$ cat config.mk
export PLATFORM = sky130hd
export DESIGN_NAME = fwd_hazard_unit
export DESIGN_NICKNAME = d
export VERILOG_FILES = /design/src/rtl/fwd_hazard_unit.sv
export SDC_FILE = /design/constraint.sdc
export NUM_CORES = 1
export LEC_CHECK = 0
export ABC_CLOCK_PERIOD_IN_PS = 2100
export CAP_MARGIN = 20
export CORE_MARGIN = 1
export CORE_UTILIZATION = 43
export CTS_CLUSTER_DIAMETER = 120
export DETAILED_ROUTE_END_ITERATION = 16
export GPL_TIMING_DRIVEN = 0
export PLACE_DENSITY = 0.79
export REMOVE_ABC_BUFFERS = 1
export SYNTH_ARGS = -nofsm -noshare
export SYNTH_HDL_FRONTEND = slang
export SYNTH_SLANG_ARGS = --single-unit
$ cat constraint.sdc
create_clock -name clk -period 2.1 [get_ports clk]
set_clock_uncertainty 0.2 [all_clocks]
set_input_delay 0.21 -clock clk [delete_from_list [all_inputs] [get_ports clk]]
set_output_delay 0.21 -clock clk [all_outputs]
set_load 0.01 [all_outputs]
$ cat src/rtl/fwd_hazard_unit.sv
// fwd_hazard_unit: operand bypass selection and load-use stall detection for an RV32I pipeline
module fwd_hazard_unit #(
   parameter int NSTAGE   = 2,
   parameter int LOAD_LAT = 1,
   parameter int SELW     = $clog2(NSTAGE + 1),
   parameter int CNTW     = 32
) (
   input  logic            clk,
   input  logic            rst_n,
   input  logic [31:0]     instruction_s2,
   input  logic            valid_s2,
   input  logic            hold,
   input  logic            flush,
   output logic [SELW-1:0] fwd_sel_1,
   output logic [SELW-1:0] fwd_sel_2,
   output logic [1:0]      fwd_src_1,
   output logic [1:0]      fwd_src_2,
   output logic            stall,
   output logic [CNTW-1:0] stall_count
);

   localparam logic [6:0] OP_R      = 7'b0110011;
   localparam logic [6:0] OP_I      = 7'b0010011;
   localparam logic [6:0] OP_LOAD   = 7'b0000011;
   localparam logic [6:0] OP_STORE  = 7'b0100011;
   localparam logic [6:0] OP_BRANCH = 7'b1100011;
   localparam logic [6:0] OP_JALR   = 7'b1100111;
   localparam logic [6:0] OP_JAL    = 7'b1101111;
   localparam logic [6:0] OP_LUI    = 7'b0110111;
   localparam logic [6:0] OP_AUIPC  = 7'b0010111;
   localparam logic [6:0] OP_SYS    = 7'b1110011;

   localparam logic [1:0] K_ALU = 2'b00;
   localparam logic [1:0] K_MEM = 2'b01;
   localparam logic [1:0] K_PC4 = 2'b10;

   logic [6:0] opc;
   logic [2:0] f3;
   logic [4:0] rs1, rs2, rd;
   logic       use_1, use_2, wr_d;
   logic [1:0] kind_d;
   logic       lu_1, lu_2;

   logic [NSTAGE:1] sb_wr;
   logic [4:0]      sb_rd   [1:NSTAGE];
   logic [1:0]      sb_kind [1:NSTAGE];

   assign opc = instruction_s2[6:0];
   assign f3  = instruction_s2[14:12];
   assign rs1 = instruction_s2[19:15];
   assign rs2 = instruction_s2[24:20];
   assign rd  = instruction_s2[11:7];

   // Decode which operands the execute-stage instruction reads and what it will write
   always_comb begin
      use_1  = (opc inside {OP_R, OP_I, OP_LOAD, OP_STORE, OP_BRANCH, OP_JALR}) ||
               (opc == OP_SYS && f3 == 3'b001);
      use_2  = opc inside {OP_R, OP_STORE, OP_BRANCH};
      wr_d   = (opc inside {OP_R, OP_I, OP_LOAD, OP_LUI, OP_AUIPC, OP_JAL, OP_JALR}) && rd != 5'd0;
      kind_d = opc == OP_LOAD ? K_MEM : (opc == OP_JAL || opc == OP_JALR) ? K_PC4 : K_ALU;
   end

   // Youngest matching writer wins: scan oldest to youngest so the lowest stage overrides
   always_comb begin
      fwd_sel_1 = '0;
      fwd_sel_2 = '0;
      fwd_src_1 = K_ALU;
      fwd_src_2 = K_ALU;
      for (int k = NSTAGE; k >= 1; k--) begin
         if (use_1 && rs1 != 5'd0 && sb_wr[k] && sb_rd[k] == rs1) begin
            fwd_sel_1 = SELW'(k);
            fwd_src_1 = sb_kind[k];
         end
         if (use_2 && rs2 != 5'd0 && sb_wr[k] && sb_rd[k] == rs2) begin
            fwd_sel_2 = SELW'(k);
            fwd_src_2 = sb_kind[k];
         end
      end
   end

   assign lu_1  = fwd_src_1 == K_MEM && fwd_sel_1 <= SELW'(LOAD_LAT);
   assign lu_2  = fwd_src_2 == K_MEM && fwd_sel_2 <= SELW'(LOAD_LAT);
   assign stall = valid_s2 & ~flush & (lu_1 | lu_2);

   // Shift the scoreboard each unfrozen cycle, inserting a bubble when s2 does not advance
   always_ff @(posedge clk or negedge rst_n) begin
      if (!rst_n) begin
         sb_wr       <= '0;
         stall_count <= '0;
         for (int k = 1; k <= NSTAGE; k++) begin
            sb_rd[k]   <= '0;
            sb_kind[k] <= '0;
         end
      end else if (!hold) begin
         sb_wr[1]   <= valid_s2 & ~stall & ~flush & wr_d;
         sb_rd[1]   <= rd;
         sb_kind[1] <= kind_d;
         for (int k = 2; k <= NSTAGE; k++) begin
            sb_wr[k]   <= sb_wr[k-1];
            sb_rd[k]   <= sb_rd[k-1];
            sb_kind[k] <= sb_kind[k-1];
         end
         if (stall && !(&stall_count))
            stall_count <= stall_count + CNTW'(1);
      end
   end

endmodule

==> summary.md, run 1 <==
| Metric | Value |
|---|---|
| Status | `finished, violations left` |
| Violated checks | `negative setup slack` |
| Crit-path max FO | `4` |
| Routed via count | `2371` |
| Worst Setup End Kind | `output pin` |
| Finish-stage setup viols | `42` |
| CORE AREA | `5886 sq um` |
| Worst skew pair latency | `~0.31 ns` |
| Post-synth EDFFs | `0` |
| Peak Freq | `around 390 MHz` |
| Reg2reg start | `sb_rd[9]` |
| Tightest Hold Check Type | `in -> reg` |
| Post-synthesis sequential area ratio | `45.78%` |
| Comb pwr share | `13.8%` |
| Largest net degree at the start of global routing | `35` |
| Drt first pass iters | `4` |
| Share of cells above drive strength 1 | `31.21%` |
| DP HPWL | `4.476 mm` |
| Netlist cell types | `44` |
| Top-count cell post-synth | `dfrtp_1` |
| Finished Cell Area | `3978 sq um` |
| Total die area | `roughly 6400 sq um` |
| Most used DFF post-synth | `dfrtp_1` |
| Nets | `between 300 and 400` |
| CP peak stage delay | `approximately 0.42 ns` |
| Global Route Usage Sum | `between 20% and 30%` |
| Post-Place Setup Slack | `-0.8890 ns` |
| IO Port Bufs | `70` |
| First-pass GRT wire length | `11.05 mm` |
| Inst Count DP | `slightly below 400` |
| Max-Cap Viols | `0` |
| Yosys reg bits | `48` |
| Starting density of the core | `44.58%` |
| Startpoint types | `register` |
| Std-Cell Rows | `28` |
| Mapped Cells | `252` |
| Initial antenna violation count | `0` |
| Clock Pin Slew Worst Setup and Hold Paths | `0.09 ns` |
| DRC errors left | `0` |
| Antenna diodes | `0` |
| CP max-delay cell | `dfrtp_1` |
| DRT iter0 DRCs | `~130` |
| Hold_sp | `instruction_s2[0]` |
| Via density per instance | `5.632` |
| Pwr Total | `approximately 1.8 mW` |
| Unrepaired setup endpoints after global routing | `yes` |
| Height of the die | `around 80 um` |
| Util after Layout | `67.58%` |
| Clock Tree Root | `clkbuf_8` |
| CTS tree | `done` |
| Synth area leader | `dfrtp_1` |
| Gpl congestion | `roughly 0.84` |
| Worst Max-Slew Pin Slew | `a little under 0.8 ns` |
| Net Sw Frac | `25.55%` |
| Max Slew Vio Count | `0` |
| Sink Count | `48` |
| Drt wl/cell | `between 15 and 20 um` |
| Final Non-Filler Cells | `421` |
| Final hold vios | `0` |
| Critical path data required time | `1.69 ns` |
| FFs w/ async S/R, synth | `100.0%` |
| Num CTS Buffers | `5` |
| Crit path top cell by count | `buf_6` |
| Worst Path Class, Setup | `reg -> out` |
| Remaining global-route overflow | `0` |
| Setup TNS | `-12.98 ns` |
| Net Sw Power | `approximately 0.46 mW` |
| Final WL | `approximately 7.5 mm` |
| Register Area | `between 1000 and 1500 sq um` |
| Post-synth top area share | `45.78%` |
| Seq pwr share | `between 50% and 60%` |
| Post-Syn Area | `roughly 2600 sq um` |
| Largest cells by area after synthesis | `dfrtp_1 46%, xor2_1 9.7%, mux2_2 6.4%` |
| Pwr per Cell Area | `453.9 nW/um^2` |
| FILL cells | `423` |
| Syn_area_per_cell | `around 10 sq um` |
| Die width | `approximately 80 um` |
| Dpl cell area | `3402 sq um` |
| CTS Buffer Depth | `2` |
| Post-route ant nets | `0` |
| Final Critical Period | `2.570 ns` |
| Int Pwr | `1.344 mW` |
| Final worst slack | `-0.4699 ns` |
| Synth top cells by count | `48 x dfrtp_1, 29 x xor2_1, 21 x nor2_1` |
| Crit-path cells | `xor2_1 -> nor4_1 -> nand3_1 -> buf_4 -> nor2_4 -> buf_6 -> buf_6 -> a22o_1 -> buf_2` |
| Final critical-path share of the clock period | `122.4%` |
| WP data arrival | `~2.2 ns` |
| Vias in the first global route | `2334` |
| Clock Power Share | `32.1%` |
| Area of the multi-input gates | `approximately 1700 sq um` |
| WHS | `approximately 0.016 ns` |
| VDD IR max | `253.2 uV` |
| Syn-to-layout area delta | `51.60%` |
| Setup crit start | `sb_rd[9]` |
| H-tree level count | `2` |
| Pleak | `1.811 nW` |
| Slew HR | `47.54%` |
| Yosys warning count | `0` |
| Num ports | `78` |
## final timing paths
check,to,slack [ns],depth (start not counted)
worst max-delay path,fwd_src_1[0],-0.47,9
worst min-delay path,sb_kind[3],0.02,3
worst max register to register,stall_count[20],-0.42,9
worst min register to register,stall_count[13],0.29,1
max in group asynchronous,stall_count[23],1.07,3
min in group asynchronous,stall_count[8],0.14,2
## power by group through the flow
| stage | Clock (mW) | Sequential [mW] | Combinational, mW |
|---|---|---|---|
| after floorplan | 0 | 0.991 | 0.0870 |
| after global placement | 0 | 0.997 | 0.189 |
| after detailed placement | 0 | 0.997 | 0.196 |
| after CTS | 0.582 | 0.975 | 0.229 |
| after global routing | 0.619 | 0.979 | 0.269 |
| final | 0.579 | 0.977 | 0.250 |
## sequential cells by signal, summed over array words and instances (netlist names)
| register | cells |
|---|---|
| sb_wr | 2 |
| sb_kind | 4 |
| stall_count | 32 |
| sb_rd | 10 |
## final cells by class
cell class / instances / area share (%)
repair buffers: 91 / 22.05
flip-flops and latches: 48 / 30.23
clock inverters: 2 / 0.2517
clock buffers: 6 / 2.076
inverters: 4 / 0.3775
multi-input cells: 195 / 42.66
well taps: 75 / 2.359
## worst max-delay path, delay by kind of cell, from the launching register on
family | cells | cell delay, ns
XOR/XNOR | 1 | 0.16
AND/OR/NAND/NOR | 3 | 0.64
AO/OA/AOI/OAI | 1 | 0.12
flip-flops | 1 | 0.42
buffers and inverters | 4 | 0.51
## cell usage in the layout (no fill, tap or decap), drive strengths merged, types with 2 or more instances in the layout
cell type	n
clkdlybuf4s50	48
dfrtp	48
buf	30
xor2	29
nor2	22
nand2	21
xnor2	19
mux2	15
nand3	15
nand4	11
nor3	11
clkbuf	7
nor4	7
dlymetal6s2s	6
a22o	5
and3	5
and4	5
inv	4
dlygate4sd2	4
o21ai	4
nand2b	4
a21oi	3
and2	3
nand3b	2
o31ai	2
clkinv	2
or4	2
## metal layers
layer / part of all wire (%) / GRT usage (%)
met2: 51 / 38.29
met4: 3.5 / 8.571
met5: 0 / 0
met3: 4.7 / 4.659
met1: 41 / 27.90
## repair_timing
item,4_1_cts,5_1_grt
endpoints found under the setup margin,39,42
setup buffers,14,5
resized for setup,78,52
pin swaps,12,23
hold buffers,1,0
hold endpoints to repair,48,0
## kinds of logic (layout without fill, tap and decap cells)
logic type	after synthesis	after routing	synth area share, %
adders and majority gates	1	1	0.4768
and+or+nand+nor	113	113	23.99
xor gates and xnor gates	48	48	16.02
buffers and inverters	9	103	1.764
AOI/OAI and AO/OA	18	18	5.531
DFF	48	48	45.78
muxes	15	15	6.438
No activity file was read; power rests on OpenSTA's default activity.
==> run 2: changes to the inputs <==
--- a/config.mk
+++ b/config.mk
@@ -7,12 +7,14 @@
 export LEC_CHECK = 0
 export ABC_CLOCK_PERIOD_IN_PS = 2100
 export CAP_MARGIN = 20
+export CELL_PAD_IN_SITES_DETAIL_PLACEMENT = 0
+export CELL_PAD_IN_SITES_GLOBAL_PLACEMENT = 1
 export CORE_MARGIN = 1
-export CORE_UTILIZATION = 43
+export CORE_UTILIZATION = 32
 export CTS_CLUSTER_DIAMETER = 120
 export DETAILED_ROUTE_END_ITERATION = 16
 export GPL_TIMING_DRIVEN = 0
-export PLACE_DENSITY = 0.79
+export PLACE_DENSITY = 0.77
 export REMOVE_ABC_BUFFERS = 1
 export SYNTH_ARGS = -nofsm -noshare
 export SYNTH_HDL_FRONTEND = slang
==> summary.md, run 2 (synthesized netlist as in run 1, its figures left out) <==
| Metric | Value |
|---|---|
| Comb pwr share | `13.3% (-0.5 points)` |
| Area of the multi-input gates | `1842 sq um (+8.6%)` |
| Drt wl/cell | `15.82 um (-11%)` |
| Height of the die | `92.55 um (+16%)` |
| CTS Buffer Depth | `2 (unchanged)` |
| Largest net degree at the start of global routing | `29 (-17%)` |
| DRT iter0 DRCs | `56 (-56%)` |
| Max-Cap Viols | `0 (unchanged)` |
| Final worst slack | `-0.2986 ns (+0.1713 ns)` |
| Initial antenna violation count | `0 (unchanged)` |
| Final Non-Filler Cells | `473 (+12%)` |
| Worst skew pair latency | `0.30 ns (about the same)` |
| Share of cells above drive strength 1 | `38.81% (+7.6 points)` |
| VDD IR max | `241.6 uV (-4.6%)` |
| Total die area | `8566 sq um (+33%)` |
| Violated checks | `negative setup slack` |
| Dpl cell area | `3436 sq um (+0.99%)` |
| Clock Power Share | `30.5% (-1.6 points)` |
| Crit-path cells | `xor2_1 -> nor4_1 -> nand3_1 -> buf_4 -> nand4_1 -> nor2_2 -> a22o_1 -> buf_2` |
| Unrepaired setup endpoints after global routing | `yes` |
| Pwr per Cell Area | `400.1 nW/um^2 (-12%)` |
| Commonest cells after routing, fill and taps aside | `50 x clkdlybuf4s50_1, 45 x dfrtp_1, 35 x buf_4, 28 x xor2_1, 14 x nand2_1` |
| Slew HR | `46.68% (-0.86 points)` |
| Num ports | `78 (unchanged)` |
| DRC errors left | `0 (unchanged)` |
| Critical path data required time | `1.69 ns (about the same)` |
| Remaining global-route overflow | `0 (unchanged)` |
| Inst Count DP | `420 (+6.9%)` |
| H-tree level count | `2 (unchanged)` |
| CP peak stage delay | `0.40 ns (-0.02 ns)` |
| Top Registers | `stall_count x32, sb_rd x10, sb_kind x4` |
| Num CTS Buffers | `5 (unchanged)` |
| Crit path max-delay family | `simple AND/OR/NAND/NOR gates` |
| Post-route ant nets | `0 (unchanged)` |
| FILL cells | `703 (+66%)` |
| Final Critical Period | `2.399 ns (-0.1713 ns)` |
| Register Area | `1205 sq um (+0.21%)` |
| Peak Freq | `416.9 MHz (+7.1%)` |
| Pwr Total | `1.739 mW (-3.7%)` |
| DP HPWL | `4.874 mm (+8.9%)` |
| Starting density of the core | `33.43% (-11 points)` |
| Final hold vios | `0 (unchanged)` |
| Tightest Hold Check Type | `in -> reg` |
| Finished Cell Area | `4345 sq um (+9.2%)` |
| Int Pwr | `1.305 mW (-2.9%)` |
| Util after Layout | `55.37% (-12 points)` |
| Worst Setup End Kind | `output pin` |
| Worst Path Class, Setup | `reg -> out` |
| Buf/Inv on CP | `2 (-2)` |
| IO Port Bufs | `70 (unchanged)` |
| Antenna diodes | `0 (unchanged)` |
| Vias in the first global route | `2393 (+2.5%)` |
| WP data arrival | `1.99 ns (-0.17 ns)` |
| Net Sw Power | `0.4334 mW (-6.0%)` |
| Std-Cell Rows | `32 (+14%)` |
| Gpl congestion | `0.8380 (-0.23%)` |
| First-pass GRT wire length | `12.15 mm (+9.9%)` |
| Crit-path max FO | `3 (-1)` |
| Die width | `92.55 um (+16%)` |
| Final WL | `7.481 mm (-0.43%)` |
| Drt first pass iters | `4 (unchanged)` |
| Seq pwr share | `56.2% (+2.1 points)` |
| Clock Pin Slew Worst Setup and Hold Paths | `0.08 ns (about the same)` |
| Finish-stage setup viols | `40 (-4.8%)` |
| Clock Tree Root | `clkbuf_8` |
| Sink Count | `48 (unchanged)` |
| CORE AREA | `7848 sq um (+33%)` |
| Syn-to-layout area delta | `65.62%` |
| Final critical-path share of the clock period | `114.2% (-8.2 points)` |
| Routed via count | `2354 (-0.72%)` |
| CTS tree | `done` |
| Nets | `409 (+6.8%)` |
| Startpoint types | `register` |
| Max reg flops | `32 (unchanged)` |
| Max Slew Vio Count | `0 (unchanged)` |
| Status | `finished, violations left` |
| Setup TNS | `-5.017 ns (+7.959 ns)` |
| Most common cell after layout, fill and taps aside | `clkdlybuf4s50_1` |
| Worst Max-Slew Pin Slew | `0.7998 ns (+0.01288 ns)` |
| Net Sw Frac | `24.93% (-0.63 points)` |
| CP max-delay cell | `dfrtp_1` |
| Via density per instance | `4.977 (-12%)` |
| Global Route Usage Sum | `18.21% (-4.3 points)` |
| Reg with most FFs | `stall_count` |
| Pleak | `1.965 nW (+8.5%)` |
run 2: cell count changes in the layout (fill, tap and decap cells not counted), moves of 3 or more:
cell and delta:
xnor2_1 -3, nor3_2 -3, nor2_1 -5, xnor2_2 +3, nand3_4 +4, nor3_4 +3
buf_4 +24, dlymetal6s2s_1 -3, nor2_4 +7
run 2: metrics by stage:
| step | setup slack (ns) | hold WS (ns) |
|---|---|---|
| 2_1_floorplan | -0.09757 | -0.2856 |
| 3_3_place_gp | -0.9744 | 0.2729 |
| 3_5_place_dp | -1.050 | 0.01968 |
| 4_1_cts | -0.3242 | 0.2372 |
| 5_1_grt | -0.4214 | 0.06738 |
| 6_report | -0.2986 | 0.05918 |
run 2: repair_timing:
| action | CTS | global route |
|---|---|---|
| pin swaps | 44 | 21 |
| gates resized for setup | 131 | 28 |
| buffers inserted | 35 | 9 |
| gates cloned | 1 | 0 |
| endpoints found under the hold margin | 20 | 0 |
| hold buffers | 1 | 0 |
| setup endpoints to repair | 41 | 42 |
run 2: power by group through the flow:
stage          clock, mW  sequential (mW)  combinational, mW
2_1_floorplan          0            0.991             0.0870
3_3_place_gp           0            0.999              0.190
3_5_place_dp           0             1.00              0.198
4_1_cts            0.543            0.976              0.232
5_1_grt            0.582            0.981              0.251
6_report           0.531            0.977              0.231
run 2: layout make-up:
| class | instances | share of cell area [%] |
|---|---|---|
| clock buffers | 6 | 1.670 |
| clock inverters | 1 | 0.1152 |
| inverters | 4 | 0.3455 |
| multi-input cells | 196 | 42.38 |
| flip-flops and latches | 48 | 27.73 |
| well taps | 102 | 2.937 |
| repair buffers | 116 | 24.82 |
run 2: final timing paths:
path	cells after the start	slack, ns	start	to
setup / recovery	8	-0.30	sb_rd[5]	fwd_src_1[0]
hold / removal	3	0.06	instruction_s2[0]	sb_kind[3]
setup reg to reg	9	-0.23	sb_rd[5]	stall_count[7]
hold reg to reg	1	0.30	stall_count[19]	stall_count[19]
max in group asynchronous	3	0.95	rst_n	stall_count[3]
min in group asynchronous	2	0.21	rst_n	stall_count[0]
run 2: tightest hold or removal path, stage by stage:
cell	delay (ns)
dlymetal6s2s_1	0.15
nand2_1	0.09
o31ai_1	0.07
run 2: per-layer routing:
| metal | up-vias | wire length [um] | global-route usage, % | part of all wire [%] |
|---|---|---|---|---|
| met5 | - | 0 | 0 | 0 |
| met4 | 0 | 77 | 4.688 | 1.0 |
| met3 | 5 | 199 | 2.463 | 2.7 |
| met2 | 43 | 3858 | 32.72 | 52 |
| met1 | 1178 | 3346 | 22.85 | 45 |
| li1 | 1128 | - | - | - |
